`src/rtl/cmp_pkg.sv`:
```
// Shared types for the comparator result tracker.
// Build option CMP_ERR_FLAG_EN: strict one-hot decode (else alb > agb > aeb).
package cmp_pkg;

  typedef enum logic [1:0] {
    CMP_UNK = 2'b00,
    CMP_EQ  = 2'b01,
    CMP_GT  = 2'b10,
    CMP_LT  = 2'b11
  } cmp_state_t;

  typedef struct packed {
    logic       vld;
    cmp_state_t cls;
  } cmp_dec_t;

  function automatic cmp_dec_t cmp_decode(
    input logic aeb,
    input logic agb,
    input logic alb
  );
    cmp_dec_t d;
    d.vld = 1'b0;
    d.cls = CMP_UNK;
`ifdef CMP_ERR_FLAG_EN
    unique case ({alb, agb, aeb})
      3'b100: begin d.vld = 1'b1; d.cls = CMP_LT; end
      3'b010: begin d.vld = 1'b1; d.cls = CMP_GT; end
      3'b001: begin d.vld = 1'b1; d.cls = CMP_EQ; end
      default: ;
    endcase
`else
    priority case (1'b1)
      alb: begin d.vld = 1'b1; d.cls = CMP_LT; end
      agb: begin d.vld = 1'b1; d.cls = CMP_GT; end
      aeb: begin d.vld = 1'b1; d.cls = CMP_EQ; end
      default: ;
    endcase
`endif
    return d;
  endfunction

endpackage

```
`src/rtl/cmp_result_tracker_sat_counter.sv`:
```
// Saturating up-counter with synchronous clear.
// Used once per comparison class by cmp_result_tracker.
module sat_counter #(
  parameter int W = 8
) (
  input  logic         clk,
  input  logic         rst,
  input  logic         clr,
  input  logic         inc,
  output logic [W-1:0] q
);

  logic [W-1:0] q_q;
  logic [W-1:0] q_d;

  always_comb begin
    q_d = q_q;
    if (clr)
      q_d = '0;
    else if (inc && (q_q != {W{1'b1}}))
      q_d = q_q + 1'b1;
  end

  always_ff @(posedge clk or posedge rst) begin
    if (rst)
      q_q <= '0;
    else
      q_q <= q_d;
  end

  assign q = q_q;

endmodule

```
`src/rtl/cmp_result_tracker.sv`:
```
// Debounces comparator flags into a stable EQ/GT/LT relation with counts.
// Build option CMP_ERR_FLAG_EN: reject non-one-hot samples, sticky err port.
module cmp_result_tracker
  import cmp_pkg::*;
#(
  parameter int CNT_W = 8,
  parameter int HOLD  = 3
) (
  input  logic                       clk,
  input  logic                       rst,
  input  logic                       in_valid,
  input  logic                       aeb,
  input  logic                       agb,
  input  logic                       alb,
  input  logic                       clr,
  output logic [1:0]                 state,
  output logic                       state_chg,
  output logic [$clog2(HOLD+1)-1:0]  run_len,
  output logic [CNT_W-1:0]           eq_cnt,
  output logic [CNT_W-1:0]           gt_cnt,
`ifdef CMP_ERR_FLAG_EN
  output logic                       err,
`endif
  output logic [CNT_W-1:0]           lt_cnt
);

  localparam int RW = $clog2(HOLD + 1);
  localparam logic [RW-1:0] HOLD_L = RW'(HOLD);
  localparam logic [RW-1:0] ONE_L  = RW'(1);

  cmp_dec_t   dec;
  logic       acc;
  cmp_state_t state_q, state_d;
  cmp_state_t cand_q, cand_d;
  logic [RW-1:0] run_q, run_d;
  logic       chg_q, chg_d;
`ifdef CMP_ERR_FLAG_EN
  logic       bad;
  logic       err_q, err_d;
`endif

  always_comb begin
    dec = cmp_decode(aeb, agb, alb);
    acc = in_valid & ~clr & dec.vld;
  end

  always_comb begin
    state_d = state_q;
    cand_d  = cand_q;
    run_d   = run_q;
    chg_d   = 1'b0;
`ifdef CMP_ERR_FLAG_EN
    bad     = in_valid & ~clr & ~dec.vld;
    err_d   = err_q;
`endif
    if (clr) begin
      state_d = CMP_UNK;
      cand_d  = CMP_UNK;
      run_d   = '0;
`ifdef CMP_ERR_FLAG_EN
      err_d   = 1'b0;
`endif
    end else if (acc) begin
      if (dec.cls == cand_q) begin
        if (run_q != HOLD_L)
          run_d = run_q + ONE_L;
      end else begin
        cand_d = dec.cls;
        run_d  = ONE_L;
      end
      // Commit only once the run reaches HOLD with a new relation
      if ((run_d == HOLD_L) && (cand_d != state_q)) begin
        state_d = cand_d;
        chg_d   = 1'b1;
      end
    end
`ifdef CMP_ERR_FLAG_EN
    else if (bad) begin
      cand_d = CMP_UNK;
      run_d  = '0;
      err_d  = 1'b1;
    end
`endif
  end

  always_ff @(posedge clk or posedge rst) begin
    if (rst) begin
      state_q <= CMP_UNK;
      cand_q  <= CMP_UNK;
      run_q   <= '0;
      chg_q   <= 1'b0;
    end else begin
      state_q <= state_d;
      cand_q  <= cand_d;
      run_q   <= run_d;
      chg_q   <= chg_d;
    end
  end

`ifdef CMP_ERR_FLAG_EN
  always_ff @(posedge clk or posedge rst) begin
    if (rst)
      err_q <= 1'b0;
    else
      err_q <= err_d;
  end

  assign err = err_q;
`endif

  sat_counter #(.W(CNT_W)) u_eq (
    .clk (clk),
    .rst (rst),
    .clr (clr),
    .inc (acc && (dec.cls == CMP_EQ)),
    .q   (eq_cnt)
  );

  sat_counter #(.W(CNT_W)) u_gt (
    .clk (clk),
    .rst (rst),
    .clr (clr),
    .inc (acc && (dec.cls == CMP_GT)),
    .q   (gt_cnt)
  );

  sat_counter #(.W(CNT_W)) u_lt (
    .clk (clk),
    .rst (rst),
    .clr (clr),
    .inc (acc && (dec.cls == CMP_LT)),
    .q   (lt_cnt)
  );

  assign state     = state_q;
  assign state_chg = chg_q;
  assign run_len   = run_q;

endmodule

```
`config.mk`:
```
export PLATFORM = sky130hd
export DESIGN_NAME = cmp_result_tracker
export DESIGN_NICKNAME = d
export VERILOG_FILES = /design/src/rtl/cmp_pkg.sv /design/src/rtl/cmp_result_tracker_sat_counter.sv /design/src/rtl/cmp_result_tracker.sv
export SDC_FILE = /design/constraint.sdc
export NUM_CORES = 1
export LEC_CHECK = 0
export ABC_AREA = 1
export CAP_MARGIN = 25
export CORE_MARGIN = 2
export CORE_UTILIZATION = 52
export DETAILED_ROUTE_END_ITERATION = 10
export GPL_TIMING_DRIVEN = 0
export PLACE_DENSITY = 0.79
export SLEW_MARGIN = 10
export SYNTH_ARGS = -nofsm -noshare
export SYNTH_HDL_FRONTEND = slang
export SYNTH_SLANG_ARGS = --single-unit
```
`constraint.sdc`:
```
create_clock -name clk -period 1.7 [get_ports clk]
set_input_delay 0.17 -clock clk [delete_from_list [all_inputs] [get_ports clk]]
set_output_delay 0.17 -clock clk [all_outputs]
set_load 0.01 [all_outputs]
```
* After elaboration in Yosys (flattened, before gate mapping)
Cells that the tools add are included.
** Storage, ports and cells
- Input port bits :: 7
- Output and inout bits :: 29
- Register bits :: 31
- Logic and storage cells :: 63
** Cells by class
- Bitwise operators :: 3
- Add/sub/neg operators :: 4
- Reduce and logical (&&, ||, !) cells :: 13
- Mux-type cells :: 26
- Equal/unequal tests :: 10
** Operators with widths (count)
- $mux W8 :: 6
- $mux W2 :: 14
- $add A8 B1 Y8 const B :: 3
- $ne A8 B8 Y1 const B :: 3
- $reduce_bool A2 Y1 :: 5
- $mux W3 :: 3
- $logic_and A1 B1 Y1 :: 7
- $eq A2 B2 Y1 const B :: 3
- $mux W1 :: 3
- $add A2 B1 Y2 const B :: 1
- $and A1 B1 Y1 :: 2
- $eq A2 B1 Y1 const B :: 1
- $eq A2 B2 Y1 :: 1
- $ne A2 B2 Y1 :: 1
- $ne A2 B2 Y1 const B :: 1
- $reduce_and A2 Y1 :: 1
- $not A1 Y1 :: 1

* Depth between registers and ports, before layout
Gate-level depths: netlist (run 1).
- Depth in word-level cells :: 12
- Depth in mapped cells :: 11
- Gate-level depth less buffers :: 11

* Cells and area by module
A second synthesis (run 1) with hierarchy kept.
** Second synthesis, totals
- Cells, all modules :: 273
- Area, all modules :: 1980.6 um^2
** Modules (own cells, without submodules)
- sat_counter :: times used 3, area each 506.7 um^2, cells an instance 69, sequential area each 200.2 um^2
- cmp_result_tracker :: times used 1, area each 460.4 um^2, cells an instance 66, sequential area each 175.2 um^2

* Worst setup path before layout (run 1)
Ideal clock, no wire load.
- Path kind :: flip-flop to flip-flop
- Start :: register u_eq.q_q[0], in the netlist u_eq.q[0]
- End :: register u_eq.q_q[7], in the netlist u_eq.q[7]
- Stages on the path, launching flop included :: 11
- Setup time :: 117 ps
- Data arrival time :: 1295 ps
- Period minus slack after synthesis :: 1412 ps
- Data required time :: 1583 ps
- Path buffers :: 0
- Path slack :: 288 ps
- Cells stage by stage :: dfrtp_1 ha_1 nand2_1 inv_2 nand2_1 nor2_2 nand3_2 nand2_4 nand2_2 nand2_1 nand2_1
** On the way
- Cells in the longest elaborated chain, start to end :: 3
- Elaborated cells on any way between the ends :: 6
- Classes of those cells :: 1 x add/sub; 1 x eq/ne; 2 x mux; 2 x reduce/logical
** Ends and longest elaborated chain
- start: declaration :: line cmp_result_tracker_sat_counter.sv:13 : logic [W-1:0] q_q;
- start signal: assignment :: line cmp_result_tracker_sat_counter.sv:28 : q_q <= q_d;
- $add A8 B1 Y8 / $ne A8 B8 Y1 (equally long branches) :: line cmp_result_tracker_sat_counter.sv:21, cmp_result_tracker_sat_counter.sv:20
- $mux W8 / $logic_and A1 B1 Y1 (equally long branches) :: line cmp_result_tracker_sat_counter.sv:20 : else if (inc && (q_q != {W{1'b1}}))
- $mux W8 / $reduce_bool A2 Y1 (equally long branches)
Several ways; a longest one is shown, not always the timed one. The select of a mux whose other input is x is not followed.
A chain may end at the register's enable or synchronous reset.

* Worst setup path in the final report (run 1)
- Start :: register u_lt.q_q[0], in the netlist u_lt.q[0]
- End :: register u_lt.q_q[4], in the netlist u_lt.q[4]
** On the way
- Cells in the longest elaborated chain, start to end :: 3
- Elaborated cells on any way between the ends :: 6
- Classes of those cells :: 1 x add/sub; 1 x eq/ne; 2 x mux; 2 x reduce/logical
** Ends and longest elaborated chain (line)
- start: declaration :: cmp_result_tracker_sat_counter.sv:13
- start signal: assignment :: cmp_result_tracker_sat_counter.sv:28
- $add A8 B1 Y8 / $ne A8 B8 Y1 (equally long branches) :: cmp_result_tracker_sat_counter.sv:21, cmp_result_tracker_sat_counter.sv:20
- $mux W8 / $logic_and A1 B1 Y1 (equally long branches) :: cmp_result_tracker_sat_counter.sv:20
- $mux W8 / $reduce_bool A2 Y1 (equally long branches)
Several ways; a longest one is shown, not always the timed one. The select of a mux whose other input is x is not followed.

==> results.py, run 1 <==
metrics = {
    "layout": {
        "fillerInstances": 308,
        "drive_gt1_frac": 0.1216,
        "most-common-layout-cells": "nand2_1, clkdlybuf4s50_1, dfrtp_1",
        "diodes": 0,
        "final_common_cell": "nand2_1",
        "final_cell_area_mm2": 0.002414,
        "layout.nets": 307,
        "final_util": 0.6693,
        "stdcell_count": 344,
        "area_growth_pct": 26.16,
    },
    "worst_hold_path": {
        "hold_path.class": "in2reg",
    },
    "power": {
        "power_switching_share": 0.2640,
        "pwr-share-seq": 0.514,
        "ir_drop_mv": 0.6170,
        "p_leak_nw": 1.164,
        "p_comb_frac": 0.121,
        "intPower_mw": 1.086,
        "clkPwrFrac": 0.365,
        "power.total_mw": 1.476,
        "powerDensity_mw_per_mm2": 611.7,
        "p_sw_mw": 0.3898,
    },
    "floorplanning": {
        "pin_count": 36,
        "fp.dieArea_mm2": 0.004180,
        "start_util": 0.5305,
        "die_w_um": 64.66,
        "rows": 22,
        "die_h_um": 64.66,
        "coreArea_mm2": 0.003606,
    },
    "clocking": {
        "clk_pin_slew_worst_paths_ps": 60,
        "cts_max_level": 2,
        "post-cts-setup-buffer-count": 0,
        "cts_root_buf": "clkbuf_8",
        "clock_latency_ps": 280,
        "cts_tree": "done",
        "clock-sinks": 31,
        "hold_buffers": 0,
        "cts_buffers": 5,
        "cts-resized-gates": 0,
        "clk_path_buf_depth": 2,
    },
    "sta": {
        "max_slew_margin": 0.5466,
        "timing.final.crit_period_ps": 1564,
        "rsz0062_at_grt": "false",
        "fin_crit_sh": 0.9202,
        "hold_violations": 0,
        "drv_slew": 0,
        "tightest_slew_ps": 679.3,
        "setup_viol_count_final": 0,
        "final.setup.tns_ps": 0,
        "fin_skew_ps": 3.719,
        "timing.fmax_ghz": 0.6392,
    },
    "grt": {
        "grt_max_degree": 18,
        "grt-ovfl-total": 0,
        "grt_use_total": 0.2293,
        "antenna_found_initial": 0,
        "grt_pass1_vias": 1673,
        "grt_pass1_wl_um": 7383,
    },
    "synthesis": {
        "synthDistinctLibCells": 32,
        "synth_warnings": 0,
        "netlist_area_mm2": 0.001913,
        "ys_seq_elements": 31,
        "yosysTopAreaCell": "dfrtp_1",
        "syn_nets": 265,
        "synth_top_area_frac": 0.4055,
        "synth_area_leaders": "dfrtp_1, nand2_1, nand3_1, inv_1, nor2_1",
        "synth_cells": 255,
        "yosysSeqAreaShare": 0.4055,
        "syn_avg_cell_area_um2": 7.502,
    },
    "placement": {
        "place_inst": 338,
        "hpwl_um": 3112,
        "numPortBuffers": 34,
        "finalWeightedCongestion": 0.8153,
        "postPlaceCellArea_mm2": 0.002341,
    },
    "routing": {
        "routed_wl_um": 4201,
        "avgViaCountPerCell": 5.128,
        "post-route-drc-count": 0,
        "wl_per_cell_um": 12.21,
        "drt_iter0_drc": 87,
        "vias": 1764,
        "dr.pass1.iters": 4,
        "ant_nets": 0,
    },
    "run_status": {
        "status": "finished clean",
    },
    "critical_path": {
        "required_ps": 1870,
        "endpoint_kind": "register",
        "critPathMaxFanout": 9,
        "critPathKind": "reg2reg",
        "cp-start-kind": "register",
        "crit_arrival_ps": 1730,
    },
    "job": {
        "drv_cap": 0,
    },
}
[final cells by class]
| cell class | instances | area [um^2] | share of cell area |
|---|---|---|---|
| Sequential cell | 31 | 775.7 | 0.3214 |
| Tap cell | 48 | 60.06 | 0.02488 |
| Multi-Input combinational cell | 187 | 987.2 | 0.4090 |
| Buffer | 4 | 23.77 | 0.009850 |
| Clock buffer | 6 | 72.57 | 0.03007 |
| Inverter | 33 | 126.4 | 0.05236 |
| Timing Repair Buffer | 35 | 367.9 | 0.1524 |
[synth_stat cells (all sizes together)]
library cell,instances
nor3,5
buf,2
or2,2
clkbuf,2
xnor2,1
xor2,8
o21bai,1
o22ai,1
dfrtp,31
nand2,77
ha,3
nor2,28
inv,32
nand3,32
clkinv,1
a21oi,2
nand3b,1
a31o,1
nand4,8
o21ai,17
[path summary, 6_finish.rpt]
| kind | startpoint | endpoint | slack (ps) | cells after the start |
|---|---|---|---|---|
| max | u_lt.q[0] | u_lt.q[4] | 140 | 7 |
| min | clr | u_gt.q[4] | 200 | 4 |
| max reg2reg | u_lt.q[0] | u_lt.q[4] | 140 | 7 |
| min reg2reg | u_gt.q[1] | u_gt.q[1] | 530 | 2 |
| max in group asynchronous | rst | u_eq.q[7] | 900 | 3 |
| min in group asynchronous | rst | u_gt.q[1] | 280 | 2 |
[per-stage QoR]
stage	setup slack [ps]	hold WS (ps)
3_3_place_gp	-32.37	487.9
2_1_floorplan	288.1	273.5
6_report	135.6	201.5
5_1_grt	30.93	230.6
3_5_place_dp	-16.10	499.9
4_1_cts	122.3	197.9
[routing by layer]
| layer | global-route usage | part of all wire | up-vias |
|---|---|---|---|
| met5 | 0 | 0 | - |
| met4 | 0.08777 | 0.019 | 0 |
| met3 | 0.05382 | 0.039 | 5 |
| met2 | 0.3750 | 0.46 | 38 |
| met1 | 0.2957 | 0.48 | 820 |
| li1 | - | - | 901 |
[worst max-delay path, cell delays in order, from the launching register on]
cell	delay, ps
dfrtp_1	410
ha_1	210
nand2_1	170
nor3_4	70
a21oi_4	260
inv_1	70
nand2_1	170
o21ai_1	80
[registers in the layout, summed over array words and instances, names as in the netlist]
signal / cells
u_gt.q: 8
cand_q: 2
u_lt.q: 8
run_len: 2
state: 2
u_eq.q: 8
state_chg: 1
[cells by family (layout without fill, tap and decap cells)]
kind of cell             Yosys count  count (layout)  synth area share
adder cells (fa/ha/maj)            3               3           0.01962
buffers and inverters             37              78           0.07848
XOR/XNOR                           9               9           0.04121
flip-flops                        31              31            0.4055
AND/OR/NAND/NOR                  153             153            0.3878
AO/OA/AOI/OAI                     22              22           0.06737
[power groups by stage]
stage	Sequential, mW	Clock (mW)	Combinational [mW]
3_5_place_dp	0.772	0	0.180
5_1_grt	0.760	0.576	0.201
3_3_place_gp	0.772	0	0.170
4_1_cts	0.759	0.551	0.181
2_1_floorplan	0.774	0	0.110
6_report	0.759	0.539	0.179
Power figures use the tool's default switching activity.
==> run 2, diff against run 1 <==
- ABC_AREA: 1 -> default
- CORE_UTILIZATION: 52 -> 50
- PLACE_DENSITY: 0.79 -> default
- PLACE_DENSITY_LB_ADDON: default -> 0.15
==> results.py, run 2 <==
metrics = {
    "synthesis": {
        "synthArstFlopShare": 1.000,
        "syn_avg_cell_area_um2": 9.394,
        "ys_seq_elements": 31,
        "yosysSeqAreaShare": 0.4613,
        "synth_top_area_frac": 0.4613,
        "yosysTopAreaCell": "dfrtp_1",
        "netlist_area_mm2": 0.001682,
        "ys_top_cells_by_count": "dfrtp_1, nor2_1, nand2_1",
        "synth_warnings": 0,
        "ys_dominant_reg_cell": "dfrtp_1",
        "synth_edf_count": 0,
        "synth_cells": 179,
        "synthDistinctLibCells": 39,
        "syn_nets": 189,
        "synth.most_common_cell": "dfrtp_1",
        "synth_area_leaders": "dfrtp_1, xnor2_1, nor2_1, xor2_1, nand2_1",
    },
    "floorplanning": {
        "die_h_um": 62.00,
        "rows": 21,
        "start_util": 0.5120,
        "fp.dieArea_mm2": 0.003843,
        "coreArea_mm2": 0.003284,
        "die_w_um": 62.00,
        "pin_count": 36,
    },
    "run_status": {
        "status": "finished clean",
    },
    "routing": {
        "vias": 1480,
        "wl_per_cell_um": 13.42,
        "dr.pass1.iters": 4,
        "drt_iter0_drc": 97,
        "routed_wl_um": 3597,
        "post-route-drc-count": 0,
        "ant_nets": 0,
        "avgViaCountPerCell": 5.522,
    },
    "power": {
        "ir_drop_mv": 0.4283,
        "powerDensity_mw_per_mm2": 609.3,
        "p_leak_nw": 0.8810,
        "power.total_mw": 1.341,
    },
    "clocking": {
        "clock_latency_ps": 340,
        "clk_pin_slew_worst_paths_ps": 100,
        "cts_root_buf": "clkbuf_4",
        "clock-sinks": 31,
        "cts_tree": "done",
        "hold_buffers": 0,
        "clk_path_buf_depth": 2,
        "cts_buffers": 5,
        "cts_max_level": 2,
    },
    "grt": {
        "grt_pass1_vias": 1358,
        "antenna_found_initial": 0,
        "grt_max_degree": 20,
        "grt_pass1_wl_um": 5892,
        "grt-ovfl-total": 0,
        "grt_use_total": 0.2100,
    },
    "layout": {
        "layout.nets": 232,
        "fillerInstances": 269,
        "area_growth_pct": 30.88,
        "drive_gt1_frac": 0.09910,
        "final_common_cell": "clkdlybuf4s50_1",
        "most-common-layout-cells": "clkdlybuf4s50_1, dfrtp_1, nor2_1",
        "diodes": 0,
    },
    "placement": {
        "numPortBuffers": 34,
        "hpwl_um": 2665,
        "finalWeightedCongestion": 0.8219,
    },
    "critical_path": {
        "cp_num_buf_inv": 1,
        "crit_start": "state[0]",
        "required_ps": 1530,
        "crit_arrival_ps": 1420,
        "r2r_start": "u_lt.q[0]",
        "path_cells": "clkdlybuf4s50_1",
        "slowest_stage": "clkdlybuf4s50_1",
        "cp-start-kind": "register",
        "critPathMaxFanout": 6,
        "critPathKind": "reg2out",
        "crit_family": "buffers and inverters",
        "endpoint_kind": "primary output",
        "slowest_delay_ps": 590,
    },
    "worst_hold_path": {
        "hp-start": "aeb",
        "hold_path.class": "in2reg",
    },
    "sta": {
        "tightest_slew_ps": 659.8,
        "timing.fmax_ghz": 0.6278,
        "fin_crit_sh": 0.9370,
        "max_slew_margin": 0.5546,
        "timing.final.crit_period_ps": 1593,
        "drv_slew": 0,
        "final.setup.tns_ps": 0,
        "rsz0062_at_grt": "false",
        "fin_skew_ps": 8.403,
        "setup_viol_count_final": 0,
        "hold_ws_ps": 145.2,
        "hold_violations": 0,
    },
    "job": {
        "drv_cap": 0,
    },
}
run 2: cell type report:
cell class                 count  area (um^2)  share of cell area
timing repair buffer          36        377.9              0.1717
tap                           46        57.56             0.02615
clock buffer                   6        51.30             0.02331
multi-input combinational    137        880.8              0.4002
buffer                         6        32.53             0.01478
clock inverter                 1        5.005            0.002274
inverter                       5        18.77            0.008528
sequential                    31        777.0              0.3530
run 2: per-layer routing:
| metal | global-route usage | part of all wire | wire [um] | vias to the layer above |
|---|---|---|---|---|
| met4 | 0.06383 | 0.018 | 65 | 0 |
| met3 | 0.07453 | 0.038 | 136 | 7 |
| met5 | 0 | 0 | 0 | - |
| met1 | 0.2614 | 0.44 | 1585 | 721 |
| li1 | - | - | - | 722 |
| met2 | 0.3423 | 0.50 | 1810 | 30 |
run 2: what timing repair did:
item	4_1_cts	5_1_grt
gates cloned	0	0
endpoints found under the setup margin	5	13
setup buffers	0	1
resized for setup	2	6
run 2: path summary, 6_finish.rpt:
check / to / slack, ps / cells past startpoint
worst max register to register: u_lt.q[6] / 110 / 6
worst max-delay path: state[0] / 110 / 1
max in group asynchronous: u_lt.q[0] / 1010 / 3
min in group asynchronous: run_len[1] / 190 / 2
worst min-delay path: cand_q[1] / 150 / 4
worst min register to register: run_len[0] / 540 / 1
run 2: cell families after synthesis:
group,synth area share
mux,0.005953
flops,0.4613
xor+xnor,0.1042
fa+ha+maj,0.02232
simple gates,0.2351
buf+inv,0.03051
compound gates,0.1406
run 2: report_power, final:
| group | total (mW) | switching (mW) | internal, mW |
|---|---|---|---|
| Combinational | 0.141 | 0.0800 | 0.0613 |
| Sequential | 0.761 | 0.0134 | 0.747 |
| Clock | 0.439 | 0.248 | 0.191 |
| Total | 1.34 | 0.341 | 1.00 |
run 2: metrics by stage:
step / instance area [um^2] / instances / worst slack (ps) / utilization
2_1_floorplan: 1682 / 179 / 196.4 / -
3_5_place_dp: 2107 / 260 / -476.9 / 0.6415
5_1_grt: 2201 / 268 / 5.052 / 0.6701
4_1_cts: 2171 / 267 / 19.64 / 0.6610
6_report: 2201 / 268 / 107.1 / 0.6701
3_3_place_gp: 2079 / 259 / -428.5 / 0.6331
